### src/rtl/haze_pass_controller_pkg.sv
// Shared types and default geometry for the haze-removal pass controller.
package haze_ctrl_pkg;

  localparam int DEF_IMG_WIDTH  = 512;
  localparam int DEF_IMG_HEIGHT = 512;
  localparam int DEF_CNT_W      = 18;

  // Frame sequencing: statistics pass, ALE settle, correction pass, output drain.
  typedef enum logic [2:0] {
    IDLE,
    PASS1,
    ALE_WAIT,
    PASS2,
    DRAIN
  } state_t;

  // Coordinate width; a one-pixel dimension still gets a one-bit field.
  function automatic int coord_w(input int n);
    return (n > 1) ? $clog2(n) : 1;
  endfunction

endpackage

### src/rtl/haze_pass_controller_if.sv
// Stream, datapath and ALE handshake bundle of the pass controller.
interface haze_pass_controller_if
  import haze_ctrl_pkg::*;
#(
  parameter int IMG_WIDTH  = DEF_IMG_WIDTH,
  parameter int IMG_HEIGHT = DEF_IMG_HEIGHT
);

  localparam int XW = coord_w(IMG_WIDTH);
  localparam int YW = coord_w(IMG_HEIGHT);

  logic          enable;
  logic          s_tvalid;
  logic          s_tlast;
  logic          s_tready;
  logic          dp_ready;
  logic          pass_sel;
  logic          ale_clear;
  logic          ale_finalize;
  logic          ale_valid;
  logic          m_tvalid;
  logic          m_tready;
  logic          m_tlast;
  logic [XW-1:0] pix_x;
  logic [YW-1:0] pix_y;
  logic          frame_done;
  logic          err_tlast;

  // Controller side.
  modport slave (
    input  enable, s_tvalid, s_tlast, dp_ready, ale_valid, m_tvalid, m_tready,
    output s_tready, pass_sel, ale_clear, ale_finalize, m_tlast, pix_x, pix_y,
           frame_done, err_tlast
  );

  // Environment side: source stream, datapath, ALE and sink.
  modport master (
    output enable, s_tvalid, s_tlast, dp_ready, ale_valid, m_tvalid, m_tready,
    input  s_tready, pass_sel, ale_clear, ale_finalize, m_tlast, pix_x, pix_y,
           frame_done, err_tlast
  );

endinterface

### src/rtl/haze_pass_controller_pixel_counter.sv
// Raster position tracker: column, row and linear beat index of the next beat.
module pixel_counter #(
  parameter int WIDTH  = 4,
  parameter int HEIGHT = 4,
  parameter int CNT_W  = 4,
  parameter int XW     = 2,
  parameter int YW     = 2
) (
  input  logic             clk,
  input  logic             rst,
  input  logic             clear,
  input  logic             inc,
  output logic [XW-1:0]    x,
  output logic [YW-1:0]    y,
  output logic [CNT_W-1:0] count,
  output logic             at_last
);

  localparam int               TOTAL  = WIDTH * HEIGHT;
  localparam logic [XW-1:0]    X_LAST = XW'(WIDTH - 1);
  localparam logic [YW-1:0]    Y_LAST = YW'(HEIGHT - 1);
  localparam logic [CNT_W-1:0] C_LAST = CNT_W'(TOTAL - 1);

  assign at_last = (count == C_LAST);

  // Step the raster position per accepted beat; a clear wins over a same-cycle beat.
  always_ff @(posedge clk or posedge rst) begin
    if (rst) begin
      x     <= '0;
      y     <= '0;
      count <= '0;
    end else if (clear) begin
      x     <= '0;
      y     <= '0;
      count <= '0;
    end else if (inc) begin
      count <= at_last ? '0 : count + 1'b1;
      if (x == X_LAST) begin
        x <= '0;
        y <= (y == Y_LAST) ? '0 : y + 1'b1;
      end else begin
        x <= x + 1'b1;
      end
    end
  end

endmodule

### src/rtl/haze_pass_controller.sv
// Two-pass frame sequencer: ALE statistics pass, then TE/SRSC correction pass.
// Frame length comes from the beat count; TLAST is only cross-checked.
// CNT_W must satisfy 2**CNT_W >= IMG_WIDTH*IMG_HEIGHT.
module haze_pass_controller
  import haze_ctrl_pkg::*;
#(
  parameter int IMG_WIDTH  = DEF_IMG_WIDTH,
  parameter int IMG_HEIGHT = DEF_IMG_HEIGHT,
  parameter int CNT_W      = DEF_CNT_W
) (
  input  logic                 ACLK,
  input  logic                 ARESET,
  haze_pass_controller_if.slave bus
);

  localparam int XW = coord_w(IMG_WIDTH);
  localparam int YW = coord_w(IMG_HEIGHT);

  state_t state_q, state_d;

  logic             s_ready;
  logic             pass_sel;
  logic             out_active;
  logic             in_beat;
  logic             out_beat;
  logic             in_clear;
  logic             out_clear;
  logic             clear_pulse_d, final_pulse_d, done_pulse_d;
  logic             ale_clear_q, ale_final_q, frame_done_q, err_tlast_q;

  logic [XW-1:0]    in_x, out_x;
  logic [YW-1:0]    in_y, out_y;
  logic [CNT_W-1:0] in_count, out_count;
  logic             in_at_last, out_at_last;
  logic             unused_cnt;

  // Per-state stream gating; s_tready follows dp_ready combinationally in PASS2.
  always_comb begin
    s_ready    = 1'b0;
    pass_sel   = 1'b0;
    out_active = 1'b0;
    unique case (state_q)
      PASS1:   s_ready = 1'b1;
      PASS2: begin
        s_ready    = bus.dp_ready;
        pass_sel   = 1'b1;
        out_active = 1'b1;
      end
      DRAIN: begin
        pass_sel   = 1'b1;
        out_active = 1'b1;
      end
      default: ;
    endcase
  end

  assign in_beat  = bus.s_tvalid & s_ready;
  assign out_beat = bus.m_tvalid & bus.m_tready & out_active;

  // Next-state logic plus the single-cycle strobes raised on each transition.
  // NOTE: every always_comb output gets a default before the case, otherwise
  // any path that skips an assignment infers a latch.
  always_comb begin
    state_d       = state_q;
    in_clear      = 1'b0;
    out_clear     = 1'b0;
    clear_pulse_d = 1'b0;
    final_pulse_d = 1'b0;
    done_pulse_d  = 1'b0;
    unique case (state_q)
      IDLE: begin
        if (bus.enable) begin
          state_d       = PASS1;
          in_clear      = 1'b1;
          clear_pulse_d = 1'b1;
        end
      end
      PASS1: begin
        if (in_beat && in_at_last) begin
          state_d       = ALE_WAIT;
          final_pulse_d = 1'b1;
        end
      end
      ALE_WAIT: begin
        if (bus.ale_valid) begin
          state_d   = PASS2;
          in_clear  = 1'b1;
          out_clear = 1'b1;
        end
      end
      PASS2: begin
        if (in_beat && in_at_last) begin
          // A zero-latency datapath can finish both sides in the same beat.
          if (out_beat && out_at_last) begin
            state_d      = IDLE;
            done_pulse_d = 1'b1;
          end else begin
            state_d = DRAIN;
          end
        end
      end
      DRAIN: begin
        if (out_beat && out_at_last) begin
          state_d      = IDLE;
          done_pulse_d = 1'b1;
        end
      end
      default: state_d = IDLE;
    endcase
  end

  // State register, registered strobes and the sticky TLAST cross-check.
  // NOTE: sequential state uses non-blocking assignments so every flop samples
  // pre-edge values regardless of statement order.
  always_ff @(posedge ACLK or posedge ARESET) begin
    if (ARESET) begin
      state_q      <= IDLE;
      ale_clear_q  <= 1'b0;
      ale_final_q  <= 1'b0;
      frame_done_q <= 1'b0;
      err_tlast_q  <= 1'b0;
    end else begin
      state_q      <= state_d;
      ale_clear_q  <= clear_pulse_d;
      ale_final_q  <= final_pulse_d;
      frame_done_q <= done_pulse_d;
      if (in_beat && (bus.s_tlast != in_at_last)) begin
        err_tlast_q <= 1'b1;
      end
    end
  end

  pixel_counter #(
    .WIDTH (IMG_WIDTH),
    .HEIGHT(IMG_HEIGHT),
    .CNT_W (CNT_W),
    .XW    (XW),
    .YW    (YW)
  ) u_in_cnt (
    .clk    (ACLK),
    .rst    (ARESET),
    .clear  (in_clear),
    .inc    (in_beat),
    .x      (in_x),
    .y      (in_y),
    .count  (in_count),
    .at_last(in_at_last)
  );

  pixel_counter #(
    .WIDTH (IMG_WIDTH),
    .HEIGHT(IMG_HEIGHT),
    .CNT_W (CNT_W),
    .XW    (XW),
    .YW    (YW)
  ) u_out_cnt (
    .clk    (ACLK),
    .rst    (ARESET),
    .clear  (out_clear),
    .inc    (out_beat),
    .x      (out_x),
    .y      (out_y),
    .count  (out_count),
    .at_last(out_at_last)
  );

  // Only the end-of-frame flag of the output tracker and the input raster are consumed.
  assign unused_cnt = ^{in_count, out_x, out_y, out_count};

  assign bus.s_tready     = s_ready;
  assign bus.pass_sel     = pass_sel;
  assign bus.ale_clear    = ale_clear_q;
  assign bus.ale_finalize = ale_final_q;
  assign bus.m_tlast      = out_active & out_at_last;
  assign bus.pix_x        = in_x;
  assign bus.pix_y        = in_y;
  assign bus.frame_done   = frame_done_q;
  assign bus.err_tlast    = err_tlast_q;

endmodule
### src/flat_wrapper.sv
// flat-port wrapper written by rule: the top's interface ports become plain ports
module haze_pass_controller_flat import haze_ctrl_pkg::*;
#(
  parameter int IMG_WIDTH  = DEF_IMG_WIDTH,
  parameter int IMG_HEIGHT = DEF_IMG_HEIGHT,
  parameter int CNT_W      = DEF_CNT_W
)
  (ACLK, ARESET, bus_enable, bus_s_tvalid, bus_s_tlast, bus_dp_ready, bus_ale_valid, bus_m_tvalid, bus_m_tready, bus_s_tready, bus_pass_sel, bus_ale_clear, bus_ale_finalize, bus_m_tlast, bus_pix_x, bus_pix_y, bus_frame_done, bus_err_tlast);
  haze_pass_controller_if #(.IMG_WIDTH(IMG_WIDTH), .IMG_HEIGHT(IMG_HEIGHT)) bus_i ();
  input  logic ACLK;
  input  logic ARESET;
  input wire logic [$bits(bus_i.enable)-1:0] bus_enable;
  input wire logic [$bits(bus_i.s_tvalid)-1:0] bus_s_tvalid;
  input wire logic [$bits(bus_i.s_tlast)-1:0] bus_s_tlast;
  input wire logic [$bits(bus_i.dp_ready)-1:0] bus_dp_ready;
  input wire logic [$bits(bus_i.ale_valid)-1:0] bus_ale_valid;
  input wire logic [$bits(bus_i.m_tvalid)-1:0] bus_m_tvalid;
  input wire logic [$bits(bus_i.m_tready)-1:0] bus_m_tready;
  output wire logic [$bits(bus_i.s_tready)-1:0] bus_s_tready;
  output wire logic [$bits(bus_i.pass_sel)-1:0] bus_pass_sel;
  output wire logic [$bits(bus_i.ale_clear)-1:0] bus_ale_clear;
  output wire logic [$bits(bus_i.ale_finalize)-1:0] bus_ale_finalize;
  output wire logic [$bits(bus_i.m_tlast)-1:0] bus_m_tlast;
  output wire logic [$bits(bus_i.pix_x)-1:0] bus_pix_x;
  output wire logic [$bits(bus_i.pix_y)-1:0] bus_pix_y;
  output wire logic [$bits(bus_i.frame_done)-1:0] bus_frame_done;
  output wire logic [$bits(bus_i.err_tlast)-1:0] bus_err_tlast;
  assign bus_i.enable = bus_enable;
  assign bus_i.s_tvalid = bus_s_tvalid;
  assign bus_i.s_tlast = bus_s_tlast;
  assign bus_i.dp_ready = bus_dp_ready;
  assign bus_i.ale_valid = bus_ale_valid;
  assign bus_i.m_tvalid = bus_m_tvalid;
  assign bus_i.m_tready = bus_m_tready;
  assign bus_s_tready = bus_i.s_tready;
  assign bus_pass_sel = bus_i.pass_sel;
  assign bus_ale_clear = bus_i.ale_clear;
  assign bus_ale_finalize = bus_i.ale_finalize;
  assign bus_m_tlast = bus_i.m_tlast;
  assign bus_pix_x = bus_i.pix_x;
  assign bus_pix_y = bus_i.pix_y;
  assign bus_frame_done = bus_i.frame_done;
  assign bus_err_tlast = bus_i.err_tlast;
  haze_pass_controller #(.IMG_WIDTH(IMG_WIDTH), .IMG_HEIGHT(IMG_HEIGHT), .CNT_W(CNT_W)) u_core (.ACLK(ACLK), .ARESET(ARESET), .bus(bus_i));
endmodule
### config.mk
export PLATFORM = sky130hd
export DESIGN_NAME = haze_pass_controller_flat
export DESIGN_NICKNAME = d
export VERILOG_FILES = /design/src/rtl/haze_pass_controller_pkg.sv /design/src/rtl/haze_pass_controller_if.sv /design/src/rtl/haze_pass_controller_pixel_counter.sv /design/src/rtl/haze_pass_controller.sv /design/src/flat_wrapper.sv
export SDC_FILE = /design/constraint.sdc
export NUM_CORES = 1
export LEC_CHECK = 0
export BUFFER_PORTS_ARGS = -buffer_cell sky130_fd_sc_hd__buf_2
export CELL_PAD_IN_SITES_DETAIL_PLACEMENT = 0
export CELL_PAD_IN_SITES_GLOBAL_PLACEMENT = 1
export CORE_ASPECT_RATIO = 0.75
export CORE_MARGIN = 4
export CORE_UTILIZATION = 42
export DETAILED_ROUTE_END_ITERATION = 10
export HOLD_SLACK_MARGIN = 0.05
export PLACE_DENSITY_LB_ADDON = 0.1
export SYNTH_ARGS = -nofsm -noshare
export SYNTH_HDL_FRONTEND = slang
export SYNTH_HIERARCHICAL = 1
export SYNTH_SLANG_ARGS = --single-unit
### constraint.sdc
create_clock -name ACLK -period 2.1 [get_ports ACLK]
set_clock_uncertainty 0.15 [all_clocks]
set_input_delay 0.105 -clock ACLK [delete_from_list [all_inputs] [get_ports ACLK]]
set_output_delay 0.105 -clock ACLK [all_outputs]
set_load 0.01 [all_outputs]
# After elaboration in Yosys (flattened, before gate mapping)
# Index checks and enable logic that the tools add are counted.
[totals] register_bits=61 in_bits=9 output_inout_bits=25 wordCells=73
[classes] n_addsub=4 n_eq_ne=14 muxes=32 bitwise_logic=4 reduce_logical=10
[ops] cell="two-way mux 18 bit" count=6
[ops] cell="two-way mux 9 bit" count=7
[ops] cell="adder 18 x 1 -> 18 bit (second input constant)" count=2
[ops] cell="equality test 18 bit (second input constant)" count=2
[ops] cell="adder 9 x 1 -> 9 bit (second input constant)" count=2
[ops] cell="equality test 9 bit (second input constant)" count=2
[ops] cell="two-way mux 3 bit" count=6
[ops] cell="one-hot mux 3 bit (5 select lines)" count=1
[ops] cell="two-way mux 1 bit" count=9
[ops] cell="equality test 3 x 2 -> 1 bit (second input constant)" count=2
[ops] cell="!= test 2 x 1 -> 1 bit (second input constant)" count=3
[ops] cell="one-hot mux 1 bit (2 select lines)" count=3
[ops] cell="nonzero test 2 bit" count=3
[ops] cell="AND reduction 5 bit" count=1
[ops] cell="bitwise AND 1 bit" count=4
[ops] cell="!= test 2 bit (second input constant)" count=2
[ops] cell="equality test 3 x 1 -> 1 bit (second input constant)" count=1
[ops] cell="equality test 3 bit (second input constant)" count=1
[ops] cell="logical AND 1 bit" count=3
[ops] cell="logical NOT 3 bit" count=1
[ops] cell="AND reduction 2 bit" count=1
[ops] cell="OR reduction 2 bit" count=1
[ops] cell="!= test 1 bit" count=1

# Depth between registers and ports, before layout
# Gate-level depths: netlist (run 1).
[depth] word_depth=8 ltp_mapped=10 depth_no_buf=9

# Cells and area by module
# Netlist (run 1), hierarchy kept.
[by_module_without_submodules] mod="pixel_counter at u_core.u_out_cnt" instances=1 cells_each=226 area_each_um2=2054.5 seq_area_each_um2=900.9
[by_module_without_submodules] mod="pixel_counter at u_core.u_in_cnt" instances=1 cells_each=218 area_each_um2=1951.9 seq_area_each_um2=900.9
[by_module_without_submodules] mod="haze_pass_controller" instances=1 cells_each=36 area_each_um2=380.4 seq_area_each_um2=175.2

# Worst setup path after synthesis (run 1)
# OpenSTA, ideal clock, no wires.
[synth_timing] kind="register to register" from="register u_core.state_q[1]" to="register u_core.u_in_cnt.x[2]" setup_time_ns=0.072 arrival_time_ns=2.102 required_ns=1.878 setup_slack_ns=-0.224 path_stages_with_launch=11 period_less_slack_ns=2.324 path_cell_list="dfrtp_1 > buf_6 > nor2b_1 > nor2_1 > and2_1 > clkbuf_1 > inv_1 > clkbuf_1 > nor4b_1 > a21oi_1 > nor2_1"
[synth_between] elab_chain_len=4 elab_cells_between_ends=9 cone_classes="eq/ne: 3; mux: 3; bitwise: 1; reduce/logical: 2"
[synth_rtl] item="start: declaration" line="haze_pass_controller.sv:19" source="state_t state_q, state_d;"
[synth_rtl] item="start signal: assignment" line="haze_pass_controller.sv:123" source="state_q <= state_d;"
[synth_rtl] item="equality test 3 x 2 -> 1 bit / equality test 3 x 1 -> 1 bit (equally long branches)" line="haze_pass_controller.sv:42" source="unique case (state_q)"
[synth_rtl] item="one-hot mux 1 bit (2 select lines) *" line="haze_pass_controller.sv:42"
[synth_rtl] item="named net bus_s_tready" line="flat_wrapper.sv:19" source="output wire logic [$bits(bus_i.s_tready)-1:0] bus_s_tready;"
[synth_rtl] item="bitwise AND 1 bit *" line="haze_pass_controller.sv:57" source="assign in_beat = bus.s_tvalid & s_ready;"
[synth_rtl] item="named net u_core.in_beat" line="haze_pass_controller.sv:24" source="logic in_beat;"
[synth_rtl] item="nonzero test 2 bit (no line) *"
[synth_rtl] item="end signal: assignment" line="haze_pass_controller_pixel_counter.sv:42" source="x <= x + 1'b1;"
[synth_rtl] item="end: declaration" line="haze_pass_controller_pixel_counter.sv:13" source="output logic [XW-1:0] x,"
# Mark *: on every way through the listed nets, which the timed path passes. The rest lies on a longest branch.
# A chain may end at the register's enable or synchronous reset.

# Worst setup path after layout (run 1)
[layout_timing] from="register u_core.state_q[1]" to="register u_core.u_in_cnt.count[8]"
[layout_between] elab_chain_len=4 elab_cells_between_ends=9 cone_classes="eq/ne: 3; mux: 3; bitwise: 1; reduce/logical: 2"
[layout_rtl] item="equality test 3 x 2 -> 1 bit / equality test 3 x 1 -> 1 bit (equally long branches)" line="haze_pass_controller.sv:42"
[layout_rtl] item="one-hot mux 1 bit (2 select lines) *" line="haze_pass_controller.sv:42"
[layout_rtl] item="bitwise AND 1 bit *" line="haze_pass_controller.sv:57"
[layout_rtl] item="named net u_core.in_beat" line="haze_pass_controller.sv:24"
[layout_rtl] item="nonzero test 2 bit (no line) *"
[layout_rtl] item="end signal: assignment" line="haze_pass_controller_pixel_counter.sv:37" source="count <= at_last ? '0 : count + 1'b1;"
[layout_rtl] item="end: declaration" line="haze_pass_controller_pixel_counter.sv:15" source="output logic [CNT_W-1:0] count,"
# Marked as above.

==> run_results.csv, run 1 <==
group,metric,value,unit
outcome,outcome,"finished, violations left",
outcome,violations,"negative setup slack",
placement,dpl_worst_slack,-153,ps
logic_synthesis,syn_area_per_cell,9.15,sq um
placement,port_buffers,33,
routing,vias,3223,
clock_tree,cts_buffers,9,
clock_tree,htree_num_levels,3,
finish,final_core_util,0.578,
timing,fin_ws,-17.0,ps
critical_path,r2r-start,"u_core/state_q[1]",
power,powerDensity,657,nW/um^2
global_routing,overflow,0,
finish,nNetsFinal,494,
critical_path,critPathSlowestCell,"dfrtp_2",
power,p_total,3.02,mW
critical_path,criticalPathCategory,"reg2reg",
logic_synthesis,synth_fp_nets,394,
clock_tree,worstSkewPairLatency,350,ps
hold_path,hold_depth,4,
logic_synthesis,yosysWarnings,6,
timing,slew_headroom,0.493,
power,p_leak,2.01,nW
routing,drt-pass1-iter-count,5,
routing,drtIter0Drc,196,
hold_path,min_path_type,"in2reg",
finish,diodes,0,
global_routing,antenna_found_initial,0,
critical_path,cp_cell_sequence,"nor2b_1, nor2_2, and2_4, nand4_1, buf_4, or3_1, a21oi_1",
critical_path,r2r_setup_slack,-20,ps
critical_path,reg2reg_depth,7,
die,io_pins,34,
logic_synthesis,netlist_instances,379,
global_routing,grt_max_degree,37,
global_routing,grt_pass1_vias,3067,
placement,place_area,4150,sq um
die,start_util,0.436,
placement,hpwl,6160,um
clock_tree,clock-root-buffer,"clkbuf_8",
timing,fin_crit_sh,1.01,
finish,stdcell_area,4600,sq um
finish,drive_gt1_frac,0.333,
critical_path,worstPathMaxFanout,7,
timing,setup_viol,4,
power,ir_drop,0.000512,V
timing,drv_slew,0,
finish,fillers,727,
routing,drcViolationCount,0,
routing,wl,9060,um
finish,area_delta_synth_final,32.6,%
die,coreArea,7950,sq um
critical_path,worstPathArrival,2230,ps
critical_path,r2r_end,"u_core/u_in_cnt/count[8]",
placement,place_congestion,0.851,
critical_path,cp.required,2210,ps
die,dieArea,9790,sq um
clock_tree,cts.path.max_buffers,2,
routing,post_drt_wl_per_cell,15.4,um
logic_synthesis,netlist_area,3470,sq um
timing,worst_slew_pin_slew,759,ps
global_routing,grt_pass1_wl,15200,um
critical_path,end_kind,"register",
routing,vias_per_cell,5.48,
critical_path,start_kind,"register",
timing,finalHoldViolCount,0,
run,drv_cap,0,
timing,post-route-min-period,2120,ps
hold_path,hold_end,"u_core/u_in_cnt/y[8]",
clock_tree,cts_tree,"yes",
finish,layout_common_cells,"buf_4, dfrtp_1, nand2_1",
clock_tree,path_clk_slew,60,ps
die,fp.dieW,113,um
finish,mostFrequentLayoutCell,"buf_4",
clock_tree,cts_sinks,61,
timing,maxClockFrequency,472,MHz
critical_path,cp-startpoint,"u_core/state_q[1]",
routing,drtAntennaViolNets,0,
timing,rsz0062_at_grt,"true",
hold_path,min_from,"bus_ale_valid",
critical_path,slowest_delay,480,ps
die,die_y,86.7,um
global_routing,gr-usage-all-layers,0.192,
die,rows,28,
[critical path: cells and delay by family (launching register included)]
| kind | cells | cell delay, ps |
|---|---|---|
| AND/OR/NAND/NOR | 5 | 1030 |
| flip-flops | 1 | 480 |
| buffers and inverters | 1 | 220 |
| AO/OA/AOI/OAI | 1 | 150 |
[metal layers]
layer	vias to the layer above	routed length [um]	share of wire	GRT usage
met2	57	4150	0.46	0.285
met3	4	358	0.040	0.0488
met1	1577	4510	0.50	0.277
li1	1585	-	-	-
met4	0	44	0.0049	0.0590
met5	-	0	0	0
[worst max path at each step]
stage / to / slack (ps) / cells past startpoint
2_1_floorplan: u_core/u_out_cnt/count[16] / 2 / 8
3_3_place_gp: u_core/u_out_cnt/count[9] / -60 / 8
3_5_place_dp: u_core/u_out_cnt/count[9] / -150 / 8
4_1_cts: u_core/u_out_cnt/count[16] / 1 / 7
5_1_grt: u_core/u_in_cnt/count[16] / -120 / 7
6_report: u_core/u_in_cnt/count[8] / -20 / 7
[sequential cells by signal, summed over array words and instances, names as in the netlist]
name                     cells
u_core/bus.frame_done        1
u_core/u_in_cnt/y            9
u_core/state_q               3
u_core/bus.err_tlast         1
u_core/u_in_cnt/count       18
u_core/bus.ale_finalize      1
u_core/u_in_cnt/x            9
u_core/bus.ale_clear         1
u_core/u_out_cnt/count      18
[per-stage QoR]
step / hold WS (ps) / cells / TNS [ps]
global route: 106 / 588 / -1410
global placement: -59.0 / 558 / -410
finish: 98.6 / 588 / -53.8
detailed placement: -59.8 / 558 / -1050
floorplan: -242 / 379 / 0
CTS: 108 / 579 / 0
[cell type report]
cell class	count	area, sq um	area share
multi-input cells	290	1960	0.426
flip-flops and latches	61	1530	0.333
repair buffers	108	778	0.169
clock buffers	13	149	0.0324
well taps	105	131	0.0286
inverters	9	38.8	0.00843
clock inverters	2	10.0	0.00218
[timing repair]
item,4_1_cts,5_1_grt
endpoints found under the hold margin,68,0
pin swaps,3,11
gates cloned,0,0
endpoints found under the setup margin,24,37
buffers inserted,0,10
resized for setup,11,30
hold buffers,6,0
[report_power, final]
group,internal [mW],leakage [nW],switching [mW]
logic,0.320,1.15,0.360
clock network,0.451,0.0833,0.436
registers,1.30,0.770,0.159
total,2.07,2.01,0.954
Power figures use the tool's default switching activity.
==> run 2, diff against run 1 <==
--- a/config.mk
+++ b/config.mk
@@ -16,5 +16,4 @@
 export PLACE_DENSITY_LB_ADDON = 0.1
 export SYNTH_ARGS = -nofsm -noshare
 export SYNTH_HDL_FRONTEND = slang
-export SYNTH_HIERARCHICAL = 1
 export SYNTH_SLANG_ARGS = --single-unit
==> run_results.csv, run 2 <==
group,metric,value,unit
global_routing,grt_max_degree,62,
clock_tree,cts_tree,"yes",
logic_synthesis,ys_ff_latch,61,
logic_synthesis,synth_top_area_cell,"dfrtp_1",
logic_synthesis,synth.distinct_cells,53,
logic_synthesis,netlist_instances,344,
die,start_util,0.433,
global_routing,gr-usage-all-layers,0.168,
logic_synthesis,ys_top_cells_by_count,"dfrtp_1, nor2_1, nand2_1",
power,ir_drop,0.000450,V
routing,drcViolationCount,0,
power,p_total,3.30,mW
run,drv_cap,0,
logic_synthesis,yosysSeqAreaShare,0.445,
finish,diodes,0,
routing,drtIter0Drc,153,
logic_synthesis,synth-edff-count,0,
critical_path,slowest_delay,390,ps
clock_tree,cts_buffers,9,
critical_path,critPathBufInv,0,
placement,hpwl,5470,um
placement,dpl_worst_slack,-135,ps
finish,final_core_util,0.555,
critical_path,r2r-start,"u_core.u_in_cnt.y[1]",
timing,slew_headroom,0.706,
logic_synthesis,netlist_area,3430,sq um
timing,drv_slew,0,
timing,worst_slew_pin_slew,437,ps
routing,drt-pass1-iter-count,4,
die,coreArea,7920,sq um
die,io_pins,34,
critical_path,cp_cell_sequence,"ha_2, and3_4, and3_4, and3_4, ha_4, or2_4, or3b_4, a21oi_2",
hold_path,hold_end,"u_core.u_out_cnt.count[1]",
die,rows,28,
timing,setup_viol,3,
critical_path,worst_path_most_repeated_cell,"and3_4",
clock_tree,worstSkewPairLatency,340,ps
power,p_leak,2.00,nW
critical_path,cp.required,2220,ps
global_routing,antenna_found_initial,0,
power,powerDensity,753,nW/um^2
clock_tree,clock-root-buffer,"clkbuf_8",
critical_path,path_delay_family,"simple AND/OR/NAND/NOR gates",
critical_path,r2r_end,"u_core.u_in_cnt.y[3]",
clock_tree,htree_num_levels,3,
logic_synthesis,ys_top_cells_by_area,"dfrtp_1, nor2_1, xnor2_1",
finish,mostFrequentLayoutCell,"dfrtp_1",
hold_path,hold_depth,4,
routing,vias_per_cell,5.18,
finish,drive_gt1_frac,0.329,
routing,wl,7790,um
logic_synthesis,async_flop_share,1.00,
logic_synthesis,synth.most_common_cell,"dfrtp_1",
placement,place_area,3980,sq um
die,dieArea,9690,sq um
critical_path,worstPathMaxFanout,4,
logic_synthesis,yosysWarnings,0,
timing,fin_ws,-122,ps
timing,maxClockFrequency,450,MHz
hold_path,min_from,"bus_m_tvalid",
finish,fillers,754,
critical_path,criticalPathCategory,"reg2reg",
logic_synthesis,synth.top_cell.area_share,0.445,
critical_path,r2r_setup_slack,-120,ps
critical_path,worstPathArrival,2340,ps
logic_synthesis,syn_area_per_cell,9.97,sq um
global_routing,grt_pass1_wl,13000,um
routing,vias,2753,
timing,post-route-min-period,2220,ps
global_routing,overflow,0,
clock_tree,cts.path.max_buffers,2,
timing,setup_tns,-237,ps
critical_path,critPathSlowestCell,"dfrtp_1",
critical_path,reg2reg_depth,8,
finish,reg_top3,"u_core.u_in_cnt.count x18, u_core.u_out_cnt.count x18",
outcome,violations,"negative setup slack",
routing,post_drt_wl_per_cell,14.7,um
critical_path,end_kind,"register",
routing,drtAntennaViolNets,0,
die,fp.dieW,112,um
finish,layout_common_cells,"dfrtp_1, nor2_1, buf_4",
die,die_y,86.3,um
placement,port_buffers,33,
timing,rsz0062_at_grt,"true",
clock_tree,path_clk_slew,70,ps
logic_synthesis,synth_ff_type,"dfrtp_1",
finish,area_delta_synth_final,28.0,%
clock_tree,cts_sinks,61,
timing,finalHoldViolCount,0,
finish,nNetsFinal,436,
finish,stdcell_area,4390,sq um
hold_path,min_path_type,"in2reg",
outcome,outcome,"finished, violations left",
timing,fin_crit_sh,1.06,
logic_synthesis,synth_fp_nets,359,
critical_path,start_kind,"register",
placement,place_congestion,0.782,
critical_path,cp-startpoint,"u_core.u_in_cnt.y[1]",
global_routing,grt_pass1_vias,2625,
## run 2: kinds of logic (layout without fill, tap and decap cells)
logic type	count (synthesis)	after routing	synth area share
compound gates	50	50	0.0956
xor+xnor	36	36	0.0919
buf+inv	18	100	0.0325
mux	3	3	0.00875
fa+ha+maj	6	6	0.0219
flops	61	61	0.445
simple gates	170	170	0.305
## run 2: where the power goes
part	internal (mW)	total, mW	switching [mW]
clock	0.821	1.28	0.463
combinational	0.282	0.591	0.309
sequential	1.31	1.43	0.125
total	2.41	3.30	0.897
## run 2: timing repair
action	in CTS	in global routing
setup buffers	4	3
pin swaps	4	10
endpoints found under the hold margin	64	0
setup endpoints to repair	3	15
gates resized for setup	3	17
hold buffers	5	0
## run 2: cell type report
cell class / count / area, sq um / share of cell area
multi-input combinational: 265 / 1900 / 0.433
sequential: 61 / 1530 / 0.348
timing repair buffer: 79 / 573 / 0.131
clock buffer: 12 / 145 / 0.0331
tap: 105 / 131 / 0.0299
clock inverter: 4 / 95.1 / 0.0217
inverter: 5 / 18.8 / 0.00427
## run 2: metrics by stage
step                      instances  hold WS (ps)
after CTS                       529          76.4
after floorplan                 344          97.7
final                           531           103
after global routing            531           129
after detailed placement        504          51.8
after global placement          504          52.9
## run 2: metal layers
layer / vias to the layer above / global-route usage / part of all wire
li1: 1374 / - / -
met1: 1318 / 0.247 / 0.53
met2: 52 / 0.243 / 0.41
met3: 9 / 0.0426 / 0.042
met4: 0 / 0.0524 / 0.013
met5: - / 0 / 0
## run 2: worst min-delay path, stage by stage
cell and delay [ps]:
buf_2 120, nand3_1 100, inv_1 90, a31o_2 150
## run 2: how the worst max path moves through the flow
stage,end,depth (start not counted)
2_1_floorplan,u_core.u_in_cnt.y[3],9
3_3_place_gp,u_core.u_in_cnt.y[3],8
3_5_place_dp,u_core.u_in_cnt.y[3],9
4_1_cts,u_core.u_in_cnt.y[3],8
5_1_grt,u_core.u_in_cnt.y[3],9
6_report,u_core.u_in_cnt.y[3],8
